### src/rtl/corr_seq_tx.sv
// Chip-sequence transmitter: preamble of CODE frames, then payload bits spread as CODE / ~CODE.
// Optional payload scrambler enabled by defining SEQ_TX_SCRAMBLE_EN.
module corr_seq_tx #(
    parameter int unsigned              CODE_W    = 3,
    parameter logic [CODE_W-1:0]        CODE      = 3'b101,
    parameter int unsigned              PRE_LEN   = 4,
    parameter int unsigned              DATA_W    = 8,
    parameter int unsigned              FRAME_DIV = 1
) (
    input  logic              clk,
    input  logic              rst_n,
    input  logic [DATA_W-1:0] data_in,
    input  logic              data_valid,
    output logic              data_ready,
    output logic [CODE_W-1:0] chip_out,
    output logic [CODE_W-1:0] ref_out,
    output logic              frame_stb,
    output logic              sync,
    output logic              busy
);

    localparam int unsigned DIV_W = (FRAME_DIV > 1) ? $clog2(FRAME_DIV) : 1;
    localparam int unsigned PRE_W = (PRE_LEN   > 1) ? $clog2(PRE_LEN)   : 1;
    localparam int unsigned BIT_W = (DATA_W    > 1) ? $clog2(DATA_W)    : 1;

    localparam logic [1:0] ST_IDLE = 2'd0;
    localparam logic [1:0] ST_PRE  = 2'd1;
    localparam logic [1:0] ST_PAY  = 2'd2;

    logic [1:0]        state_q, state_d;
    logic [DIV_W-1:0]  div_q,   div_d;
    logic [PRE_W-1:0]  pre_q,   pre_d;
    logic [BIT_W-1:0]  bit_q,   bit_d;
    logic [DATA_W-1:0] data_q,  data_d;
    logic [CODE_W-1:0] chip_q,  chip_d;
    logic              stb_q,   stb_d;
    logic              sync_q,  sync_d;
    logic              busy_q,  busy_d;
    logic              ready_q, ready_d;
`ifdef SEQ_TX_SCRAMBLE_EN
    logic [6:0]        lfsr_q,  lfsr_d;
`endif

    logic frame_end;
    logic tx_bit;

    assign frame_end = (div_q == DIV_W'(FRAME_DIV - 1));

`ifdef SEQ_TX_SCRAMBLE_EN
    assign tx_bit = data_q[DATA_W-1] ^ lfsr_q[6];
`else
    assign tx_bit = data_q[DATA_W-1];
`endif

    always_comb begin
        state_d = state_q;
        div_d   = div_q;
        pre_d   = pre_q;
        bit_d   = bit_q;
        data_d  = data_q;
        chip_d  = chip_q;
        stb_d   = 1'b0;
        sync_d  = 1'b0;
        busy_d  = busy_q;
        ready_d = ready_q;
`ifdef SEQ_TX_SCRAMBLE_EN
        lfsr_d  = lfsr_q;
`endif
        case (state_q)
            ST_IDLE: begin
                if (data_valid && ready_q) begin
                    state_d = ST_PRE;
                    data_d  = data_in;
                    div_d   = '0;
                    pre_d   = '0;
                    bit_d   = '0;
                    chip_d  = CODE;
                    stb_d   = 1'b1;
                    sync_d  = 1'b1;
                    busy_d  = 1'b1;
                    ready_d = 1'b0;
`ifdef SEQ_TX_SCRAMBLE_EN
                    lfsr_d  = 7'h7F;
`endif
                end
            end
            ST_PRE: begin
                if (frame_end) begin
                    div_d = '0;
                    stb_d = 1'b1;
                    // Last preamble frame hands straight over to the first payload bit.
                    if (pre_q == PRE_W'(PRE_LEN - 1)) begin
                        state_d = ST_PAY;
                        bit_d   = '0;
                        chip_d  = tx_bit ? CODE : ~CODE;
                        data_d  = data_q << 1;
`ifdef SEQ_TX_SCRAMBLE_EN
                        lfsr_d  = {lfsr_q[5:0], lfsr_q[6] ^ lfsr_q[5]};
`endif
                    end else begin
                        pre_d = pre_q + PRE_W'(1);
                    end
                end else begin
                    div_d = div_q + DIV_W'(1);
                end
            end
            ST_PAY: begin
                if (frame_end) begin
                    div_d = '0;
                    if (bit_q == BIT_W'(DATA_W - 1)) begin
                        state_d = ST_IDLE;
                        chip_d  = '0;
                        busy_d  = 1'b0;
                        ready_d = 1'b1;
                    end else begin
                        bit_d   = bit_q + BIT_W'(1);
                        stb_d   = 1'b1;
                        chip_d  = tx_bit ? CODE : ~CODE;
                        data_d  = data_q << 1;
`ifdef SEQ_TX_SCRAMBLE_EN
                        lfsr_d  = {lfsr_q[5:0], lfsr_q[6] ^ lfsr_q[5]};
`endif
                    end
                end else begin
                    div_d = div_q + DIV_W'(1);
                end
            end
            default: begin
                state_d = ST_IDLE;
                chip_d  = '0;
                busy_d  = 1'b0;
                ready_d = 1'b1;
            end
        endcase
    end

    always_ff @(posedge clk) begin
        if (!rst_n) begin
            state_q <= ST_IDLE;
            div_q   <= '0;
            pre_q   <= '0;
            bit_q   <= '0;
            data_q  <= '0;
            chip_q  <= '0;
            stb_q   <= 1'b0;
            sync_q  <= 1'b0;
            busy_q  <= 1'b0;
            ready_q <= 1'b1;
`ifdef SEQ_TX_SCRAMBLE_EN
            lfsr_q  <= 7'h7F;
`endif
        end else begin
            state_q <= state_d;
            div_q   <= div_d;
            pre_q   <= pre_d;
            bit_q   <= bit_d;
            data_q  <= data_d;
            chip_q  <= chip_d;
            stb_q   <= stb_d;
            sync_q  <= sync_d;
            busy_q  <= busy_d;
            ready_q <= ready_d;
`ifdef SEQ_TX_SCRAMBLE_EN
            lfsr_q  <= lfsr_d;
`endif
        end
    end

    assign data_ready = ready_q;
    assign chip_out   = chip_q;
    assign ref_out    = CODE;
    assign frame_stb  = stb_q;
    assign sync       = sync_q;
    assign busy       = busy_q;

endmodule

### config.mk
export PLATFORM = sky130hd
export DESIGN_NAME = corr_seq_tx
export DESIGN_NICKNAME = d
export VERILOG_FILES = /design/src/rtl/corr_seq_tx.sv
export SDC_FILE = /design/constraint.sdc
export NUM_CORES = 1
export LEC_CHECK = 0
export BUFFER_PORTS_ARGS = -buffer_cell sky130_fd_sc_hd__buf_2
export CORE_ASPECT_RATIO = 1.1
export CORE_UTILIZATION = 50
export DETAILED_ROUTE_END_ITERATION = 10
export HOLD_SLACK_MARGIN = 0.1
export PLACE_DENSITY_LB_ADDON = 0.08
export SLEW_MARGIN = 0
export SYNTH_ARGS = -nofsm -noshare
export SYNTH_HDL_FRONTEND = slang
export SYNTH_SLANG_ARGS = --single-unit
### constraint.sdc
create_clock -name clk -period 5.1 [get_ports clk]
set_input_delay 0.51 -clock clk [delete_from_list [all_inputs] [get_ports clk]]
set_output_delay 0.51 -clock clk [all_outputs]
set_load 0.01 [all_outputs]
# After elaboration in Yosys (flattened, before gate mapping)
# Index checks and enable logic that the tools add are counted.
# word_totals
register_bits	23
inputBits	11
out_inout_bits	10
word_cells	82
# classes
addsub	3
eq_ne	11
muxes	44
n_bitwise	1
reduce_logical	13
# ops
operator	n
8-bit 2-to-1 mux	5
3-bit 2-to-1 mux	11
8-bit one-hot mux with 3 select lines	1
3-bit one-hot mux with 3 select lines	2
2-bit 2-to-1 mux	8
2-bit != test, second input constant	7
4-bit AND reduction	3
1-bit 2-to-1 mux	11
1-bit one-hot mux with 3 select lines	3
2-bit one-hot mux with 3 select lines	1
6-bit AND reduction	1
5-bit AND reduction	1
2-bit == test, second input constant	2
2-bit one-hot mux with 2 select lines	1
2-bit AND reduction	2
2-bit nonzero test	2
3-bit by 1-bit adder with 3-bit output, second input constant	1
3-bit == test, second input constant	1
3-bit nonzero test	1
2-bit by 1-bit adder with 2-bit output, second input constant	1
2-bit by 1-bit == test with 1-bit output, second input constant	1
2-bit logical NOT	1
1-bit one-hot mux with 2 select lines	1
2-bit OR reduction	1
3 further kinds	3

# Depth between registers and ports, before layout
# depth
depth_word	4
depth_mapped	7
mapped_depth_nobuf	6

# Worst setup path after synthesis
# No wires, ideal clock.
# synth_timing
path_type	reg-to-reg
startpoint	reg state_q[0]
endpoint	reg chip_q[1] (netlist: chip_out[1])
setup_time_ns	0.070
arrival_ns	1.651
required_time_ns	5.030
slack_ns	3.379
stages_incl_launch_ff	7
n_path_buf	0
synth_period_minus_slack_ns	1.721
cell_sequence	dfxtp_1 inv_1 ha_1 a21boi_4 or2_1 or4_1 a21oi_1
# synth_between
elab_chain_len	3
elab_cells_between_ends	9
classes_between	eq/ne: 6; mux: 1; reduce/logical: 2
# synth_lines
item	line	text
start: declaration	30	logic [1:0] state_q, state_d;
start signal: assignment	153	state_q <= state_d;
2-bit by 1-bit == test with 1-bit output, or another cell as far along	69	case (state_q)
2-bit != test (no line)	-	
4-bit AND reduction (no line)	-	
end signal: assignment	158	chip_q <= chip_d;
end: declaration	35	logic [CODE_W-1:0] chip_q, chip_d;
# Parallel ways exist; a longest one is shown, timed or not.
# A chain may end at the register's enable or synchronous reset.

# Final worst setup path
# layout_timing
startpoint	reg state_q[0]
endpoint	reg data_q[1]
# layout_between
elab_chain_len	3
elab_cells_between_ends	11
classes_between	eq/ne: 7; mux: 1; reduce/logical: 3
# layout_lines
item	line	text
2-bit == test, or another cell as far along	69	
2-bit != test (no line) or 3-bit nonzero test (tied branches)	-	
6-bit AND reduction (no line)	-	
end signal: assignment	157	data_q <= data_d;
end: declaration	34	logic [DATA_W-1:0] data_q, data_d;
# Parallel ways exist; a longest one is shown, timed or not.

==> impl_metrics.yaml <==
clock_network:
  cts_setup_buffers: 0
  clockBufferDepth: 2
  clkSlewWorstSetupHoldPaths_ns: 0.11
  insertion_delay_ns: 0.31
  cts_resized: 0
  cts_buffers: 3
  htreeDepth: 1
  clock-sinks: 21
  cts_tree: "built"
  root_buffer: "clkbuf_4"
  holdBufCountCts: 0
worst_setup_path:
  slowest_stage: "a2111oi_4"
  critPathKind: "reg -> reg"
  critPathArrivalTime_ns: 2.48
  setup.worst_path.end_class: "flip-flop"
  cp_max_fo: 21
  cpPeakStageDelay_ns: 0.91
  startpoint_type: "flip-flop"
  path_cells: "inv_1, ha_1, a21boi_4, a2111oi_4, nor2_1, a211oi_1"
  ff2ff_path_depth: 6
  required_ns: 5.33
cells_and_area:
  nFillCells: 213
  drive_gt1_share_pct: 21.0
  seq_area_um2: 420
  multiInputGateArea_um2: 558
  syn_to_final_growth_pct: 8.48
  antennaDiodeCount: 0
  fin_nets: 143
synth:
  ys_seq_area_share_pct: 40.1
  post-synth-top-count-cell: "dfxtp_1"
  synth_common_cells: "dfxtp_1, nor2_1, a211oi_1, mux2i_1"
  synthFlopType: "dfxtp_1"
  syn_inst: 111
  ys_types: 31
  synthArstFlopShare_pct: 0
  ys_top_cells_by_area: "dfxtp_1, mux2i_1, ha_1, a211oi_1, nor2_1"
  synth_edf_count: 0
  yosysWarnings: 0
  synth_area_um2: 1050
  synth_top_area_share_pct: 40.1
  ys_seq_elements: 21
  avgSynthCellArea_um2: 9.43
  yosysTopAreaCell: "dfxtp_1"
power_and_ir_drop:
  p_per_area_nw_per_um2: 604
  leakagePower_uw: 0.000499
  pwr-share-clk_pct: 11.7
  power_switching_uw: 282
  netSwitchingFraction_pct: 41.0
  comb_power_share_pct: 51.9
  power.share.sequential_pct: 36.4
  power.internal_uw: 405
  ir_worst_vdd_v: 0.000278
placed_design:
  port_buffers: 17
  dpl.hpwl_um: 1360
  place_ws_ns: 2.89
  gp_congestion: 0.746
floorplanning:
  ios: 21
  die_w_um: 45.6
  die_h_um: 50
  initial_utilization_pct: 52.4
  rows: 17
  design.die.area_um2: 2280
  core_um2: 2000
timing:
  slew_headroom_pct: 33.3
  rsz0062_at_grt: "no"
  slew_viol_final: 0
  setup_viol_count_final: 0
  post-route-period-util_pct: 44.2
  period_needed_ns: 2.25
  finalHoldViolations: 0
  tightest_slew_ns: 1.00
  fin_tns_setup_ns: 0
  maxClockFrequency_ghz: 0.444
  fin_worst_skew_ns: 0.00255
  setup_slack_ns: 2.85
route:
  avgRoutedWirePerCell_um: 12.2
  num_vias: 778
  drcViolationCount: 0
  vias_per_cell: 5.12
  drtIter0Drc: 7
  detail-route-antenna-nets: 0
  totalWireLength_um: 1860
  drt-pass1-iter-count: 3
run_status:
  outcome: "complete, no violations"
min_path:
  whs_path_depth: 2
  min_path_type: "reg -> reg"
grt:
  grt_pass1_vias: 718
  grt-ovfl-total: 0
  grt_pass1_wl_um: 3220
  grt_use_total_pct: 19.9
  grt_max_degree: 22
  antenna_found_initial: 0
flow_run:
  max_cap_violations: 0
sequential cells by signal, indices dropped and copies added, names as in the netlist:
name        cells
chip_out        2
state_q         2
data_ready      1
sync            1
busy            1
data_q          8
frame_stb       1
bit_q           3
pre_q           2
cell usage in the layout, fill, tap and decap left out, types with 2 or more instances in the layout:
| master | instances |
|---|---|
| dfxtp_1 | 21 |
| buf_2 | 17 |
| nor2_1 | 14 |
| mux2i_1 | 9 |
| a211oi_1 | 9 |
| nand2_1 | 7 |
| ha_1 | 7 |
| o21ai_0 | 6 |
| inv_1 | 3 |
| nor3_1 | 3 |
| nand3_1 | 3 |
| conb_1 | 3 |
| clkbuf_4 | 3 |
| nand4b_1 | 2 |
| nand4_1 | 2 |
| a21oi_1 | 2 |
area by class of cell:
cell class,instances,area share (%)
clock buffer,4,2.31
inverter,3,0.991
multi-input combinational,79,49.1
sequential,21,37.0
tap,28,3.08
timing repair buffer,17,7.49
critical path: cells and delay by family, from the launching register on:
kind | cells | cell delay [ns]
AOI/OAI and AO/OA | 3 | 1.34
DFF | 1 | 0.38
adders and majority gates | 1 | 0.27
buffers and inverters | 1 | 0.09
and+or+nand+nor | 1 | 0.08
power groups by stage:
| stage | Combinational (µW) | Clock (µW) | Sequential [µW] |
|---|---|---|---|
| final | 356 | 80.4 | 249 |
| after global routing | 405 | 93.3 | 255 |
| after CTS | 358 | 86.0 | 250 |
| after detailed placement | 356 | 0 | 253 |
| after global placement | 346 | 0 | 250 |
| after floorplan | 290 | 0 | 255 |
metrics by stage:
stage	cells	cell area (µm²)	hold WS [ns]	total power, µW	util (%)
2_1_floorplan	112	1050	0.436	545	-
4_1_cts	152	1140	0.453	693	56.8
3_3_place_gp	148	1110	0.441	596	55.5
6_report	152	1140	0.459	686	56.8
3_5_place_dp	148	1110	0.444	609	55.5
5_1_grt	152	1140	0.483	754	56.8
path summary, 6_finish.rpt:
kind | end | startpoint | slack [ns]
worst max-delay path | data_q[1] | state_q[0] | 2.85
worst max register to register | data_q[1] | state_q[0] | 2.85
worst min register to register | chip_out[1] | chip_out[1] | 0.46
worst min-delay path | chip_out[1] | chip_out[1] | 0.46
kinds of logic (layout without fill, tap and decap cells):
kind of cell,count (synthesis),in the layout,share of synthesized area [%]
flip-flops,21,21,40.1
buffers and inverters,12,24,6.93
multiplexers,9,9,8.60
other,2,3,0.717
AND/OR/NAND/NOR,38,38,18.2
adder cells (fa/ha/maj),7,7,8.36
AO/OA/AOI/OAI,22,22,17.1
layer usage:
metal	share of wire, %	vias to the layer above	global-route usage [%]
met4	1.6	0	10.6
li1	-	405	-
met1	48	355	25.7
met2	47	14	29.8
met3	2.5	4	4.40
met5	0	-	0
(Power assumes the default switching activity.)
